**src/rtl/uart_rx_if.sv**
```systemverilog
// rtl/uart_rx_if.sv - received-byte bundle from uart_rx to the command parser
interface uart_rx_if #(
    parameter int DATA_BITS = 8
);
    logic [DATA_BITS-1:0] r_data;
    logic                 r_valid;
    logic                 frame_err;
    logic                 busy;

    modport master (
        output r_data,
        output r_valid,
        output frame_err,
        output busy
    );

    modport slave (
        input r_data,
        input r_valid,
        input frame_err,
        input busy
    );
endinterface

```
**src/rtl/uart_rx.sv**
```systemverilog
// rtl/uart_rx.sv - 8N1 UART receiver with 16x oversampling and framing-error detection
module uart_rx #(
    parameter int OVERSAMPLE = 16,
    parameter int DATA_BITS  = 8
) (
    input  logic       clk,
    input  logic       n_rst,
    input  logic       s_tick,
    input  logic       rxd,
    uart_rx_if.master  rx
);
    localparam int TW = $clog2(OVERSAMPLE);
    localparam int BW = $clog2(DATA_BITS + 1);
    localparam logic [TW-1:0] TICK_HALF = TW'(OVERSAMPLE / 2 - 1);
    localparam logic [TW-1:0] TICK_LAST = TW'(OVERSAMPLE - 1);
    localparam logic [BW-1:0] BIT_LAST  = BW'(DATA_BITS - 1);

    typedef enum logic [2:0] {
        IDLE,
        START,
        DATA,
        STOP,
        BREAK
    } state_t;

    state_t               state;
    logic                 rxd_m;
    logic                 rxd_s;
    logic [TW-1:0]        tick_cnt;
    logic [BW-1:0]        bit_cnt;
    logic [DATA_BITS-1:0] sh;
    logic [DATA_BITS-1:0] r_data;
    logic                 r_valid;
    logic                 frame_err;
    logic                 busy;

    // Sync FFs reset high so a reset never looks like a start bit.
    always_ff @(posedge clk) begin
        if (!n_rst) begin
            rxd_m <= 1'b1;
            rxd_s <= 1'b1;
        end else begin
            rxd_m <= rxd;
            rxd_s <= rxd_m;
        end
    end

    always_ff @(posedge clk) begin
        if (!n_rst) begin
            state     <= IDLE;
            tick_cnt  <= '0;
            bit_cnt   <= '0;
            sh        <= '0;
            r_data    <= '0;
            r_valid   <= 1'b0;
            frame_err <= 1'b0;
            busy      <= 1'b0;
        end else begin
            r_valid   <= 1'b0;
            frame_err <= 1'b0;
            case (state)
                IDLE: begin
                    if (!rxd_s) begin
                        state    <= START;
                        tick_cnt <= '0;
                        busy     <= 1'b1;
                    end
                end
                START: begin
                    if (s_tick) begin
                        if (tick_cnt == TICK_HALF) begin
                            tick_cnt <= '0;
                            if (!rxd_s) begin
                                state   <= DATA;
                                bit_cnt <= '0;
                            end else begin
                                state <= IDLE;
                                busy  <= 1'b0;
                            end
                        end else begin
                            tick_cnt <= tick_cnt + 1'b1;
                        end
                    end
                end
                DATA: begin
                    if (s_tick) begin
                        if (tick_cnt == TICK_LAST) begin
                            tick_cnt <= '0;
                            sh       <= {rxd_s, sh[DATA_BITS-1:1]};
                            bit_cnt  <= bit_cnt + 1'b1;
                            if (bit_cnt == BIT_LAST) begin
                                state <= STOP;
                            end
                        end else begin
                            tick_cnt <= tick_cnt + 1'b1;
                        end
                    end
                end
                STOP: begin
                    if (s_tick) begin
                        if (tick_cnt == TICK_LAST) begin
                            tick_cnt <= '0;
                            if (rxd_s) begin
                                r_data  <= sh;
                                r_valid <= 1'b1;
                                busy    <= 1'b0;
                                state   <= IDLE;
                            end else begin
                                frame_err <= 1'b1;
                                state     <= BREAK;
                            end
                        end else begin
                            tick_cnt <= tick_cnt + 1'b1;
                        end
                    end
                end
                BREAK: begin
                    // Wait out a held-low line so it cannot start a bogus frame.
                    if (rxd_s) begin
                        state <= IDLE;
                        busy  <= 1'b0;
                    end
                end
                default: begin
                    state <= IDLE;
                    busy  <= 1'b0;
                end
            endcase
        end
    end

    assign rx.r_data    = r_data;
    assign rx.r_valid   = r_valid;
    assign rx.frame_err = frame_err;
    assign rx.busy      = busy;
endmodule

```
**src/flat_wrapper.sv**
```systemverilog
// flat-port wrapper written by rule: the top's interface ports become plain ports
module uart_rx_flat 
#(
    parameter int OVERSAMPLE = 16,
    parameter int DATA_BITS  = 8
)
  (clk, n_rst, s_tick, rxd, rx_r_data, rx_r_valid, rx_frame_err, rx_busy);
  uart_rx_if #(.DATA_BITS(DATA_BITS)) rx_i ();
  input  logic clk;
  input  logic n_rst;
  input  logic s_tick;
  input  logic rxd;
  output wire logic [$bits(rx_i.r_data)-1:0] rx_r_data;
  output wire logic [$bits(rx_i.r_valid)-1:0] rx_r_valid;
  output wire logic [$bits(rx_i.frame_err)-1:0] rx_frame_err;
  output wire logic [$bits(rx_i.busy)-1:0] rx_busy;
  assign rx_r_data = rx_i.r_data;
  assign rx_r_valid = rx_i.r_valid;
  assign rx_frame_err = rx_i.frame_err;
  assign rx_busy = rx_i.busy;
  uart_rx #(.OVERSAMPLE(OVERSAMPLE), .DATA_BITS(DATA_BITS)) u_core (.clk(clk), .n_rst(n_rst), .s_tick(s_tick), .rxd(rxd), .rx(rx_i));
endmodule
```
**config.mk**
```make
export PLATFORM = sky130hd
export DESIGN_NAME = uart_rx_flat
export DESIGN_NICKNAME = d
export VERILOG_FILES = /design/src/rtl/uart_rx_if.sv /design/src/rtl/uart_rx.sv /design/src/flat_wrapper.sv
export SDC_FILE = /design/constraint.sdc
export NUM_CORES = 1
export LEC_CHECK = 0
export ABC_AREA = 1
export CORE_MARGIN = 2
export CORE_UTILIZATION = 50
export DETAILED_ROUTE_END_ITERATION = 8
export GPL_ROUTABILITY_DRIVEN = 1
export PLACE_DENSITY = 0.71
export SYNTH_ARGS = -nofsm -noshare
export SYNTH_HDL_FRONTEND = slang
export SYNTH_SLANG_ARGS = --single-unit
```
**constraint.sdc**
```tcl
create_clock -name clk -period 4.3 [get_ports clk]
set_clock_uncertainty 0.15 [all_clocks]
set_input_delay 1.29 -clock clk [delete_from_list [all_inputs] [get_ports clk]]
set_output_delay 1.29 -clock clk [all_outputs]
set_load 0.01 [all_outputs]
```
* Yosys cells after proc, flatten, opt, wreduce, memory -nomap -nowiden
Cells that the tools add are included.
** Storage, ports and cells
- Memory bits (read-only) :: 0
- Output and inout port bits :: 11
- Bits in registers :: 32
- Memories kept :: 0
- Memory bits (writable) :: 0
- Word-level logic and storage cells :: 74
- Bits of input ports :: 4
- Bits in latches :: 0
** Operators by class
- Shifts and indexed selects :: 0
- Equality and inequality tests :: 18
- Reductions and logical operators :: 11
- $add $sub $neg :: 2
- Multipliers :: 0
- Div/mod/pow operators :: 0
- Muxes and demuxes :: 32
- Order comparisons :: 0
- Bitwise operators :: 1
** Operators by type and width (count)
- two-way mux 4 bit :: 9
- two-way mux 3 bit :: 10
- case mux 3 bit (5 select lines) :: 1
- inequality test 2 x 1 -> 1 bit (second input constant) :: 6
- case mux 4 bit (3 select lines) :: 1
- AND reduction 4 bit :: 3
- AND reduction 6 bit :: 2
- inequality test 2 bit (second input constant) :: 5
- AND reduction 9 bit :: 1
- adder 4 x 1 -> 4 bit (second input constant) :: 2
- equality test 4 x 3 -> 1 bit (second input constant) :: 2
- two-way mux 1 bit :: 8
- case mux 4 bit (2 select lines) :: 1
- equality test 3 x 2 -> 1 bit (second input constant) :: 2
- case mux 1 bit (5 select lines) :: 1
- equality test 4 bit (second input constant) :: 1
- equality test 3 x 1 -> 1 bit (second input constant) :: 1
- equality test 3 bit (second input constant) :: 1
- zero test 3 bit :: 1
- AND reduction 3 bit :: 1
- nonzero test 3 bit :: 1
- two-way mux 2 bit :: 1
- nonzero test 2 bit :: 1
- OR reduction 2 bit :: 1
- inverter 1 bit :: 1

* Longest topological paths before layout
- Depth in word-level cells :: 5
- Mapped depth :: 10

* Worst setup path after synthesis
OpenSTA, ideal clock, no wires.
- Kind :: input to register
- Start point :: in s_tick
- End point :: reg u_core.state[1]
- Data arrival time :: 1892 ps
- Setup slack :: 2146 ps
- Library setup time :: 113 ps
- Stages :: 7
- Cells stage by stage :: inv_2 -> nand3_1 -> nand3_1 -> nor2_4 -> nand2_1 -> nor2_1 -> nor2_1
** On the way
- Word-level cells in the longest chain between the ends :: 2
- Elaborated cells between the ends (all ways) :: 4
- Those cells by class :: 3 x eq/ne; 1 x reduce/logical
** Ends and longest elaborated chain
- start: declaration :: line flat_wrapper.sv:11 : input logic s_tick;
- inequality test 2 bit (no source line)
- AND reduction 9 bit (no source line) *
- end signal: assignment :: line uart_rx.sv:50 : state <= IDLE;
- end signal: assignment :: line uart_rx.sv:64 : state <= START;
- end signal: assignment :: line uart_rx.sv:74 : state <= DATA;
- end: declaration :: line uart_rx.sv:26 : state_t state;
Every way passes the cells marked *; elsewhere a longest branch is shown, timed or not.
A chain may end at the register's enable or synchronous reset.

* Worst setup path in the final report
- Start point :: reg u_core.r_data[7], in the netlist u_core.rx.r_data[7]
- End point :: out rx_r_data[7]
** RTL lines
- start: declaration :: line uart_rx.sv:32 : logic [DATA_BITS-1:0] r_data;
- start signal: assignment :: line uart_rx.sv:104 : r_data <= sh;
- end: declaration :: line flat_wrapper.sv:13 : output wire logic [$bits(rx_i.r_data)-1:0] rx_r_data;
No word-level cell between the ends.

==> metrics.yaml <==
maxSlewHeadroom: 0.770
layout_setup_ws_ns: 1.64
netlist_area_mm2: 0.00152
start_util: 0.511
die_width_um: 59.1
post-route-util: 0.598
ys_types: 27
yosys.area.top_type: "dfxtp_1"
clockRootBuffer: "clkbuf_4"
hold_viol: 0
ys_warn_count: 0
synth-main-ff-cell: "dfxtp_1"
io_pins: 15
peakVddDrop_mv: 0.270
postCtsSetupBuffers: 0
cts_max_path_buffers: 2
grt_pass1_wl_um: 5060
crit_path_end_kind: "output port"
post-dp-hpwl_um: 2160
post_cts_resized: 0
place_ws_ns: 1.36
max_freq_mhz: 376
slew_viol_final: 0
diodes: 0
grt_use_total: 0.194
row_count: 20
coreArea_mm2: 0.00298
rsz0062_at_grt: "false"
synth_seq_area_share: 0.421
synth_top_cell_area_share: 0.421
synth_area_leaders: "dfxtp_1 42%, nor2_1 13%, nand2_1 9.6%, nand3_1 5.6%, o21ai_0 5.6%"
synth-seq-cells: 32
worstPathMaxFanout: 2
setup-tns-final_ns: 0
synth_nets: 219
power_density_mw_per_mm2: 547
vias_per_cell: 5.12
areaGrowthSynthToFinish_pct: 17.1
route.detailed.drc: 0
finalSetupViolCount: 0
synth_edf_count: 0
worstPathArrival_ns: 1.22
syn_inst: 213
cts_tree: "yes"
postRouteAntennaNets: 0
cp_slowest_stage_delay_ns: 0.53
gp_congestion: 0.886
grt_max_degree: 26
die_area_mm2: 0.00350
async_flop_share: 0
drtIter0Drc: 51
vias: 1368
finalNetCount: 239
cts_buffers: 5
path_cells: "clkdlybuf4s50_1"
die-height_um: 59.1
status: "completed"
period_minus_slack_ns: 2.66
finalCritPeriodShare: 0.618
avgSynthCellArea_um2: 7.14
holdWs_ns: 0.276
clock-sinks: 32
cap_viol_max_count: 0
routed_wl_um: 3040
hp-class: "register to register"
port_buffers: 14
critPathKind: "register to output port"
critPathLaunchType: "register"
drive_above_1_share: 0.150
grt_pass1_vias: 1188
crit_slowest_cell: "clkdlybuf4s50_1"
grt_overflow: 0
worst_slew_pin_slew_ns: 0.344
first_pass_iters: 4
synthMostInstantiatedCell: "nor2_1"
crit_buf_inv: 1
leakage_nw: 0.749
wire_per_inst_um: 11.4
required_ns: 2.86
yosys-top-cells-count: "51 x nor2_1, 39 x nand2_1, 32 x dfxtp_1"
cts-hold-fix-buffers: 0
cpLargestDelayFamily: "buffers and inverters"
antenna_found_initial: 0
insertion_delay_ns: 0.34
clkTransAtPathRegs_ns: 0.10
htree_levels: 2
## where the power goes
part	total, mW	leakage (nW)	switching, mW	internal, mW
registers	0.371	0.260	0.0437	0.327
logic	0.373	0.448	0.237	0.136
clock network	0.231	0.0412	0.110	0.121
## sequential cells by signal, summed over array words and instances, names as in the netlist
signal               count
u_core.rxd_m             1
u_core.rx.frame_err      1
u_core.bit_cnt           4
u_core.sh                8
u_core.tick_cnt          4
u_core.state             3
u_core.rx.r_data         8
u_core.rx.busy           1
u_core.rxd_s             1
u_core.rx.r_valid        1
## area by class of cell
class                           instances  area [µm²]
Timing Repair Buffer                   15         148
Multi-Input combinational cell        159         792
Fill cell                             283        1200
Tap cell                               33        41.3
Inverter                               20        78.8
Sequential cell                        32         641
Clock inverter                          3        42.5
Clock buffer                            5        37.5
## per-layer routing
layer	part of all wire	up-vias	GRT usage
li1	-	727	-
met1	0.50	616	0.243
met2	0.45	19	0.311
met3	0.029	6	0.0590
met4	0.021	0	0.0747
met5	0	-	0
## kinds of logic (layout without fill, tap and decap cells)
group	after synthesis	count (layout)	share of synthesized area
AND/OR/NAND/NOR	126	126	0.383
flip-flops	32	32	0.421
XOR/XNOR	2	2	0.0115
AO/OA/AOI/OAI	29	29	0.110
buffers and inverters	22	43	0.0576
adder cells (fa/ha/maj)	2	2	0.0165
## metrics by stage
step           instance area (µm²)  power (mW)  cells
6_report                      1780       0.975    267
5_1_grt                       1780        1.05    267
4_1_cts                       1780       0.980    267
3_5_place_dp                  1700       0.749    259
3_3_place_gp                  1700       0.750    259
2_1_floorplan                 1520       0.680    213
## final timing paths
kind / slack (ns) / to / start / depth (start not counted)
max: 1.64 / rx_r_data[7] / u_core.rx.r_data[7] / 1
min: 0.28 / u_core.rxd_s / u_core.rxd_m / 1
min reg2reg: 0.28 / u_core.rxd_s / u_core.rxd_m / 1
max reg2reg: 2.47 / u_core.rx.r_data[3] / u_core.tick_cnt[0] / 7
## cells in the final DEF, fill, tap and decap left out, types with 4 or more instances in the layout
cell type / instances
nand3_1: 17
inv_2: 4
nor2_1: 51
o21ai_0: 17
nand2_2: 6
nand2_1: 39
clkbuf_4: 5
clkdlybuf4s50_1: 14
inv_1: 14
a21oi_1: 7
dfxtp_1: 32
Power figures use the tool's default switching activity.
